$ cat src/rtl/resp_fifo.sv
// Purpose: circular response buffer, p_depth entries, valid/ready on both sides.
// Latency: 1 cycle enqueue-to-dequeue (registered storage, no bypass).
// Backpressure: enq_rdy_o only reflects current occupancy, never a same-cycle dequeue.
// Ports: clk_i/rst_n_i, enq_{val,rdy,dat}, deq_{val,rdy,dat}.
module resp_fifo #(
  parameter int unsigned p_depth = 2,
  parameter int unsigned p_width = 8
) (
  input  logic               clk_i,
  input  logic               rst_n_i,
  input  logic               enq_val_i,
  output logic               enq_rdy_o,
  input  logic [p_width-1:0] enq_dat_i,
  output logic               deq_val_o,
  input  logic               deq_rdy_i,
  output logic [p_width-1:0] deq_dat_o
);

  localparam int unsigned PTR_W = (p_depth > 1) ? $clog2(p_depth) : 1;
  localparam int unsigned CNT_W = $clog2(p_depth + 1);

  logic [p_width-1:0] ent_q [p_depth];
  logic [PTR_W-1:0]   head_q, tail_q;
  logic [CNT_W-1:0]   count_q;
  logic               enq_fire, deq_fire;

  function automatic logic [PTR_W-1:0] ptr_inc(input logic [PTR_W-1:0] p);
    return (p == PTR_W'(p_depth - 1)) ? '0 : p + PTR_W'(1);
  endfunction

  assign enq_rdy_o = (count_q < CNT_W'(p_depth));
  assign deq_val_o = (count_q != '0);
  assign enq_fire  = enq_val_i && enq_rdy_o;
  assign deq_fire  = deq_val_o && deq_rdy_i;
  assign deq_dat_o = ent_q[head_q];

  // Entries are cleared on reset so the head reads as all-zero while empty
  // after reset.
  always_ff @(posedge clk_i or negedge rst_n_i) begin
    if (!rst_n_i) begin
      head_q  <= '0;
      tail_q  <= '0;
      count_q <= '0;
      for (int i = 0; i < int'(p_depth); i++) ent_q[i] <= '0;
    end else begin
      if (enq_fire) begin
        ent_q[tail_q] <= enq_dat_i;
        tail_q        <= ptr_inc(tail_q);
      end
      if (deq_fire) head_q <= ptr_inc(head_q);
      if (enq_fire && !deq_fire)      count_q <= count_q + CNT_W'(1);
      else if (!enq_fire && deq_fire) count_q <= count_q - CNT_W'(1);
    end
  end

endmodule

$ cat config.mk
export PLATFORM = sky130hd
export DESIGN_NAME = resp_fifo
export DESIGN_NICKNAME = d
export VERILOG_FILES = /design/src/rtl/resp_fifo.sv
export SDC_FILE = /design/constraint.sdc
export NUM_CORES = 1
export LEC_CHECK = 0
export CORE_ASPECT_RATIO = 1.5
export CORE_MARGIN = 5
export CORE_UTILIZATION = 43
export DETAILED_ROUTE_END_ITERATION = 12
export PLACE_DENSITY = 0.72
export SLEW_MARGIN = 0
export SYNTH_ARGS = -nofsm -noshare
export SYNTH_HDL_FRONTEND = slang
export SYNTH_SLANG_ARGS = --single-unit
$ cat constraint.sdc
create_clock -name clk_i -period 1.4 [get_ports clk_i]
set_input_delay 0.14 -clock clk_i [delete_from_list [all_inputs] [get_ports clk_i]]
set_output_delay 0.14 -clock clk_i [all_outputs]
set_load 0.02 [all_outputs]
* After elaboration in Yosys (flattened, before gate mapping) *
Cells that the tools add are included.

cells by class
  equality and inequality tests = 0
  divide/modulo/power cells = 0
  reduce and logical (&&, ||, !) cells = 9
  multiply operators = 0
  muxes and demuxes = 10
  add/sub/neg operators = 4
  shift-type cells = 0
  $lt $le $gt $ge = 4
  bitwise operators = 2

operators by type and width
  cell                                                                   number
  8-bit two-way mux                                                      4
  16-bit bitwise mux                                                     1
  8-bit demux with 1-bit select                                          1
  1-bit logical AND                                                      5
  2-bit >= comparator (second input constant)                            2
  2-bit two-way mux                                                      2
  1-bit NOT with 2-bit output                                            2
  2-bit nonzero test                                                     2
  1-bit adder (second input constant)                                    2
  2-bit by 1-bit adder with 2-bit output (second input constant)         1
  1-bit zero test                                                        2
  2-bit by 1-bit < comparator with 1-bit output (second input constant)  1
  2-bit < comparator (second input constant)                             1
  1-bit two-way mux                                                      2
  2-bit by 1-bit subtractor with 2-bit output (second input constant)    1

storage, ports and cells
  memories = 0
  flip-flop bits (word level) = 20
  memory bits (read-only) = 0
  input bits = 12
  memory bits (writable) = 0
  word-level logic and storage cells = 34
  output and inout port bits = 10
  latch bits = 0

* Longest topological paths before layout *
Gate-level depths: netlist (run 1).

  depth after elaboration = 6
  mapped depth = 6
  gate-level depth less buffers = 6

* Worst setup path after synthesis (run 1) *
OpenSTA, ideal clock, no wires.

  path kind = register -> register
  start point = register count_q[1]
  end point = register count_q[1]
  data required time = 1.272 ns
  slack = -0.063 ns
  library setup time = 0.128 ns
  arrival = 1.335 ns
  period minus slack after synthesis = 1.463 ns
  cell stages (with the launch flop) = 7
  buffers on the path = 0
  cells stage by stage = dfrtp_1 > or2_2 > nand2_1 > ha_1 > xor2_1 > nor2_1 > xnor2_1

on the way
  word-level cells in the longest chain between the ends = 5
  elaborated cells on any way between the ends = 13
  classes of those cells = add/sub: 2; order compare: 1; mux: 2; reduce/logical: 8

RTL lines
  what                                                            RTL line  RTL
  from (decl)                                                     24        logic [CNT_W-1:0] count_q;
  from (signal assigned)                                          51        if (enq_fire && !deq_fire) count_q <= count_q + CNT_W'(1);
  from (signal assigned)                                          52        else if (!enq_fire && deq_fire) count_q <= count_q - CNT_W'(1);
  2-bit nonzero test *                                            32        assign deq_val_o = (count_q != '0);
  via deq_val_o                                                   14        output logic deq_val_o,
  1-bit logical AND *                                             34        assign deq_fire = deq_val_o && deq_rdy_i;
  1-bit zero test                                                 51
  1-bit logical AND                                               51
  2-bit two-way mux / 2-bit nonzero test (equally long branches)  -

Mark *: on every way through the listed nets, which the timed path passes. The rest lies on a longest branch. The select of a mux whose other input is x is not followed.
A chain may end at the register's enable or synchronous reset.

* Worst setup path after layout (run 1) *
  start point = register head_q
  end point = output port deq_dat_o[4]

on the way
  word-level cells in the longest chain between the ends = 4

RTL lines
  what                                                  RTL line  RTL
  from (decl)                                           23        logic [PTR_W-1:0] head_q, tail_q;
  from (signal assigned)                                50        if (deq_fire) head_q <= ptr_inc(head_q);
  1-bit NOT with 2-bit output (not written as such)     35        assign deq_dat_o = ent_q[head_q];
  8-bit two-way mux (not written as such) (3 in a row)  35
  to (decl)                                             16        output logic [p_width-1:0] deq_dat_o

No other way between the ends. The select of a mux whose other input is x is not followed.

==> results of run 1 <==
[sequential cells by signal (all words and copies together) (netlist names)]
signal   count
ent_q       16
count_q      2
head_q       1
tail_q       1
[cell families (layout without fill, tap and decap cells)]
| group | count (synthesis) | in the layout | share of synthesized area, % |
|---|---|---|---|
| multiplexers | 24 | 24 | 32.5 |
| flip-flops | 20 | 20 | 54.1 |
| AND/OR/NAND/NOR | 6 | 6 | 5.14 |
| XOR/XNOR | 5 | 5 | 4.74 |
| buffers and inverters | 3 | 40 | 2.16 |
| adder cells (fa/ha/maj) | 1 | 1 | 1.35 |
[cell type report]
| cell class | count | area [sq um] |
|---|---|---|
| flip-flops and latches | 20 | 502 |
| well taps | 22 | 27.5 |
| inverters | 1 | 3.75 |
| clock buffers | 3 | 22.5 |
| fillers | 160 | 708 |
| repair buffers | 36 | 353 |
| multi-input cells | 36 | 435 |
[routing by layer]
metal / wire length, um / track usage (%) / vias to the layer above
li1: - / - / 278
met1: 728 / 17.1 / 299
met2: 907 / 20.4 / 15
met3: 109 / 2.97 / 2
met4: 13 / 5.05 / 0
met5: 0 / 0 / -
[critical path, cell delays in order, from the launching register on]
cell                      delay, ns
sky130_fd_sc_hd__dfrtp_2       0.42
sky130_fd_sc_hd__buf_6         0.12
sky130_fd_sc_hd__buf_6         0.12
sky130_fd_sc_hd__mux2_4        0.29
sky130_fd_sc_hd__buf_6         0.13
[what timing repair did]
item	4_1_cts	5_1_grt
hold endpoints to repair	0	0
resized for setup	47	23
pin swaps	0	4
setup endpoints to repair	11	19
setup buffers	6	1
[metrics by stage]
| step | setup WS (ns) | total power [mW] | hold WS (ns) | util, % |
|---|---|---|---|---|
| 6_report | -0.119 | 3.37 | 0.174 | 65.5 |
| 5_1_grt | -0.169 | 3.60 | 0.169 | 65.5 |
| 4_1_cts | -0.135 | 3.20 | 0.182 | 62.3 |
| 3_5_place_dp | -0.234 | 2.80 | 0.490 | 58.9 |
| 2_1_floorplan | 0.0255 | 2.16 | -0.156 | - |
| 3_3_place_gp | -0.259 | 2.77 | 0.481 | 58.9 |
[cell usage in the layout (no fill, tap or decap)]
cell	Yosys	routed
sky130_fd_sc_hd__dfrtp_1	20	19
sky130_fd_sc_hd__xnor2_1	3	3
sky130_fd_sc_hd__xor2_1	2	2
sky130_fd_sc_hd__ha_4	0	1
sky130_fd_sc_hd__nand2_4	0	2
sky130_fd_sc_hd__mux2_4	8	9
sky130_fd_sc_hd__or2_4	0	1
sky130_fd_sc_hd__clkdlybuf4s50_1	0	11
sky130_fd_sc_hd__inv_1	1	1
sky130_fd_sc_hd__mux2_2	16	15
sky130_fd_sc_hd__dfrtp_2	0	1
sky130_fd_sc_hd__clkbuf_2	0	2
sky130_fd_sc_hd__clkbuf_4	0	3
sky130_fd_sc_hd__nor2_1	1	1
sky130_fd_sc_hd__buf_4	0	7
sky130_fd_sc_hd__buf_6	1	16
sky130_fd_sc_hd__nor2b_4	2	2
[path summary, 6_finish.rpt]
kind	endpoint	slack, ns	depth (start not counted)
worst min register to register	ent_q[1]	0.52	1
max in group asynchronous	head_q	1.00	2
worst max register to register	ent_q[10]	-0.01	5
worst min-delay path	ent_q[1]	0.17	2
min in group clk_i	ent_q[15]	0.48	2
worst max-delay path	deq_dat_o[4]	-0.12	4
[where the power goes]
group | internal (mW) | total, mW | switching (mW)
Clock | 0.100 | 0.268 | 0.168
Sequential | 0.882 | 1.06 | 0.176
Combinational | 1.25 | 2.05 | 0.793
==> metrics list, run 1 <==
- The pre-antenna-repair detailed-routing pass consisted of 3 iterations.
- Nature of the critical path endpoint: primary output
* Final Hold Fails: 0
* Gate count after technology mapping: between 50 and 60
- After detailed placement, the design holds a cell count of around 110.
* Via count of the first global-routing pass: between 600 and 700
* Setup violations, final: 14
* Latest clock arrival within the worst-skew pair: between 0.2 and 0.3 ns
- Critical path data arrival time: 1.38 ns
- Clock Tree Buf Depth: 2
* Max transition margin: between 80 and 90%
- Of all flip-flops after synthesis, the portion carrying an async set or reset was 100%.
- The initial utilization of the core area, before any placement, comes to between 40% and 50%.
- In the final design database the tool counted between 100 and 150 nets.
- RSZ-0062 raised after global routing: true
- Entering global routing, the biggest net connects 21 pins.
* Cell Area, Synth: ~920 sq um
* Share of the yosys chip area belonging to registers: a little over half
* Diode count: 0
* Cell types with the highest counts after synthesis: sky130_fd_sc_hd__dfrtp_1, sky130_fd_sc_hd__mux2_2, sky130_fd_sc_hd__mux2_4, sky130_fd_sc_hd__xnor2_1
- In this run the static leakage power is just over 0.6 nW.
* Dpl cell area: roughly 0.0012 sq mm
- Cell types occupying the most area after synthesis: sky130_fd_sc_hd__dfrtp_1, sky130_fd_sc_hd__mux2_2, sky130_fd_sc_hd__mux2_4
- The checks that failed: setup timing.
- Summing over every cut layer, the via total after detailed routing is 594.
- TritonCTS sink count: 20
* Peak supply drop: 1.35 mV
- Number of antenna violations at the first check in global routing: 0
- Subtracting the final worst setup slack from the clock period gives 1.52 ns.
- Result of the run: finished, violations left
* Source of the critical timing path: head_q
- Most repeated cell in the gate-level netlist after synthesis: sky130_fd_sc_hd__dfrtp_1
* Number of warnings reported in the yosys synthesis log: 0
- Summed over all layers, the routed wires come to around 1800 um.
* Yosys top cell by area: sky130_fd_sc_hd__dfrtp_1
* Final Non-Filler Cells: ~120
- Path type of the worst setup path: flip-flop to primary output
- Clk_skew: 0.00452 ns
- Flop and latch count out of synthesis: 20
* Number of top-level pins: 22
- Detailed Place HPWL: around 1200 um
* Required time at the worst-slack endpoint: 1.26 ns
- Die area: roughly 0.0032 sq mm
- In this run the critical register-to-register path is launched from count_q[1].
- DRT antenna net count: 0
- The worst hold path belongs to the class input port to asynchronous set/reset pin.
- Row count: 20
- For this run, the leading register cell type out of synthesis is sky130_fd_sc_hd__dfrtp_1.
- The detailed router finished its first iteration with 9 violations.
- Worst-margin pin slew: approximately 0.26 ns
- The congestion estimate from routability-driven global placement came to around 0.66.
- Total power density per cell area: ~2500 mW/mm^2
- Area of the placeable core: about 0.002 sq mm
- After detailed routing, the number of remaining DRC violations is 0.
- The number of hold buffers added after CTS was 0.
- The worst setup path is launched from a flip-flop.
- Clk slew on worst S/H paths: ~0.11 ns
- After synthesis, the netlist uses 14 different library cells.
* Fraction of the cycle the final worst path needs: 108%
* Fraction of final layout cells with drive strength greater than 1: between 60% and 70%
* Routed length per instance: 14.9 um
- Wire length of the first global-routing pass: between 2000 and 3000 um
* Horizontal die dimension: ~48 um
* Largest fanout of any net on the critical path: 3
- Leftover overflow at the end of global routing: 0
- Summed over all failing endpoints, the final setup total negative slack is -0.621 ns.
* Syn nets: 72
* Final Instance Area: approximately 0.0013 sq mm
* Number of max-cap violations: 0
- Die Y: approximately 67 um
- Least setup slack across all paths after layout: -0.119 ns
- Achievable clock frequency: ~660 MHz
* Average size of a mapped cell: 15.7 sq um
* Count of flip-flops with a built-in enable after synthesis: 0
* Count of input and output buffers: 21
* CTS Buf Count: 3
- Area delta synth->final: 45.3%
- Slew Viols, Final: 0
* H-tree depth: 1
- Clock tree from TritonCTS: built
* Root buffer selected by CTS: sky130_fd_sc_hd__clkbuf_4
- Using the TritonRoute via totals, the vias-per-cell ratio works out to 5.03.
- Global routing used between 10% and 20% of the available tracks across all layers.
- Of the post-synthesis cell area, the dominant cell type holds between 50% and 60%.
(Power assumes the default switching activity.)
==> inputs of run 2 (changes only) <==
--- a/config.mk
+++ b/config.mk
@@ -14,3 +14,4 @@
 export SYNTH_ARGS = -nofsm -noshare
 export SYNTH_HDL_FRONTEND = slang
 export SYNTH_SLANG_ARGS = --single-unit
+export TNS_END_PERCENT = 50
==> run 2 against run 1 <==
- the flow still finishes with violations (setup timing)
- register-to-register slack gained 0.09 ns
- non-clock buffer count shrank 3
- sequential power is essentially flat
- global-route usage is essentially flat
- via count shrank 3.7%
- worst hold slack lost 0.0035 ns
- first-iteration DRC count grew 22%
- critical path type unchanged
- critical endpoint is now deq_dat_o[6]
==> metrics list, run 2 (synthesis results as in run 1) <==
* Final RePlAce weighted congestion: between 0.6 and 0.7
- After floorplanning, the core was divided into 20 placement rows.
- Timing analysis after detailed placement gives a worst setup slack of -0.234 ns.
* Routed length per instance: 15.4 um
- Detailed-route vias per instance: 4.97
* Fraction of final layout cells with drive strength greater than 1: around 60%
- The filler cells instantiated in the layout total between 150 and 200.
- Summing over every cut layer, the via total after detailed routing is about 570.
* Clk slew on worst S/H paths: roughly 0.11 ns
- The count of nets left with antenna violations once routing finished came out at 0.
* CTS Buf Count: 3
* Detailed Place HPWL: roughly 1200 um
- Final wirelength: approximately 1800 um
- The library cells used most frequently in the layout, excluding fill and tap cells, are sky130_fd_sc_hd__dfrtp_1, sky130_fd_sc_hd__mux2_2, sky130_fd_sc_hd__clkdlybuf4s50_1, sky130_fd_sc_hd__buf_6, sky130_fd_sc_hd__buf_4.
- Number of max-cap violations: 0
- The register with the most flip-flops in the layout has 16 of them.
* Root buffer selected by CTS: sky130_fd_sc_hd__clkbuf_4
- Based on the critical path, the design can be clocked at up to between 600 and 700 MHz.
- Final Non-Filler Cells: ~120
- Leak pwr: slightly below 0.6 nW
- After layout, the worst path uses 103% of the clock period.
* Total global routing track utilization: around an eighth
* Final Hold Fails: 0
* Area delta synth->final: 40.3%
- Count of input and output buffers: 21
* Result of the run: finished, violations left
* Hold crit path type: input port to asynchronous set/reset pin
* Slew Viols, Final: 0
- Clk_skew: between 0.004 and 0.005 ns
- Nature of the critical path endpoint: primary output
- In the final layout, the registers with the most flip-flops are ent_q: 16 flops, count_q: 2 flops.
- Setup repair after global routing could not meet its margin everywhere.
- Entering global routing, the biggest net connects 21 pins.
- The number of antenna diodes in the final layout is 0.
* Largest fanout of any net on the critical path: 4
- Least setup slack across all paths after layout: -0.0439 ns
- Clock Tree Buf Depth: 2
- H-tree depth: 1
* Latest clock arrival within the worst-skew pair: about 0.3 ns
* TritonCTS sink count: 20
- Worst setup SP type: flip-flop
- Net count reported at finish: 108
- Peak supply drop: about 1.3 mV
- In this run, the number of DRC markers left after iteration 0 of detailed routing was 11.
- Clock tree from TritonCTS: built
- Register bank with the most flops: ent_q
- Failing checks: setup timing
- Number of antenna violations at the first check in global routing: 0
- Horizontal die dimension: between 40 and 50 um
- Drt drc: 0
- For this run, the detailed router's first-pass iteration total came to 2.
- For the pin with the worst max-slew slack, the measured transition is 0.258 ns.
* Critical path data arrival time: 1.30 ns
- For this design the ratio of total power to cell area is 2510 mW/mm^2.
- Measured against its own limit, the worst slew margin works out to 82.8%.
* Required time at the worst-slack endpoint: ~1.3 ns
- Via count of the first global-routing pass: between 600 and 700
- Number of top-level pins: 22
- Die Y: 66.8 um
- Total negative slack for setup checks: -0.269 ns
- The finished cells cover between 0.001 and 0.0015 sq mm.
* Dpl cell area: 0.00121 sq mm
- Once placement completed, the tool counted placed cells totaling around 110.
- Once the floorplan was initialized, standard cells occupied 45.1% of the core.
* Leftover overflow at the end of global routing: 0
* Final critical-path required period: approximately 1.4 ns
* Die area: about 0.0032 sq mm
- Area of the placeable core: 0.00205 sq mm
* Path type of the worst setup path: flip-flop to primary output
- At the end of the flow the core is filled with cells to between 60% and 70%.
- Setup violations remaining at the end of the flow were counted as 8.
- Most common cell after layout, fill and taps aside: sky130_fd_sc_hd__dfrtp_1
* Wire length of the first global-routing pass: ~3000 um
-- run 2: path summary, 6_finish.rpt --
kind                         startpoint           end  slack (ns)  depth (start not counted)
setup / recovery                 head_q  deq_dat_o[6]       -0.04                          3
hold / removal                  rst_n_i      ent_q[1]        0.17                          2
setup reg to reg             count_q[1]    count_q[1]        0.08                          6
hold reg to reg                ent_q[2]      ent_q[2]        0.51                          1
max in group asynchronous       rst_n_i        head_q        1.01                          2
min in group clk_i         enq_dat_i[2]     ent_q[10]        0.48                          2
-- run 2: cell type report --
type                    count  area, sq um  share of cell area [%]
multi-input cells          36          427                    32.9
well taps                  22         27.5                    2.12
inverters                   1         3.75                   0.289
flip-flops and latches     20          502                    38.7
repair buffers             33          315                    24.3
clock buffers               3         22.5                    1.74
-- run 2: critical path, stage by stage, from the launching register on --
cell and delay [ns]:
sky130_fd_sc_hd__dfrtp_2 0.41, sky130_fd_sc_hd__buf_6 0.12, sky130_fd_sc_hd__mux2_2 0.34, sky130_fd_sc_hd__buf_6 0.13
-- run 2: repair_timing --
item,CTS,global route
setup endpoints to repair,11,13
hold buffers,0,0
pin swaps,0,3
resized for setup,46,16
buffers inserted,4,0
-- run 2: metal layers --
metal	global-route usage (%)	share of wire, %
met3	2.97	5.5
met1	17.4	43
met5	0	0
met2	20.2	51
met4	5.05	0.74
-- run 2: per-stage QoR --
step           total power, mW  hold WS [ns]
6_report                  3.26         0.170
5_1_grt                   3.48         0.172
4_1_cts                   3.10         0.182
3_5_place_dp              2.80         0.490
3_3_place_gp              2.77         0.481
2_1_floorplan             2.16        -0.156
-- run 2: where the power goes --
part	total (mW)	leakage, nW	switching, mW	internal [mW]
clock	0.272	0.0138	0.172	0.100
combinational	1.92	0.342	0.753	1.17
sequential	1.07	0.235	0.188	0.882
total	3.26	0.591	1.11	2.15
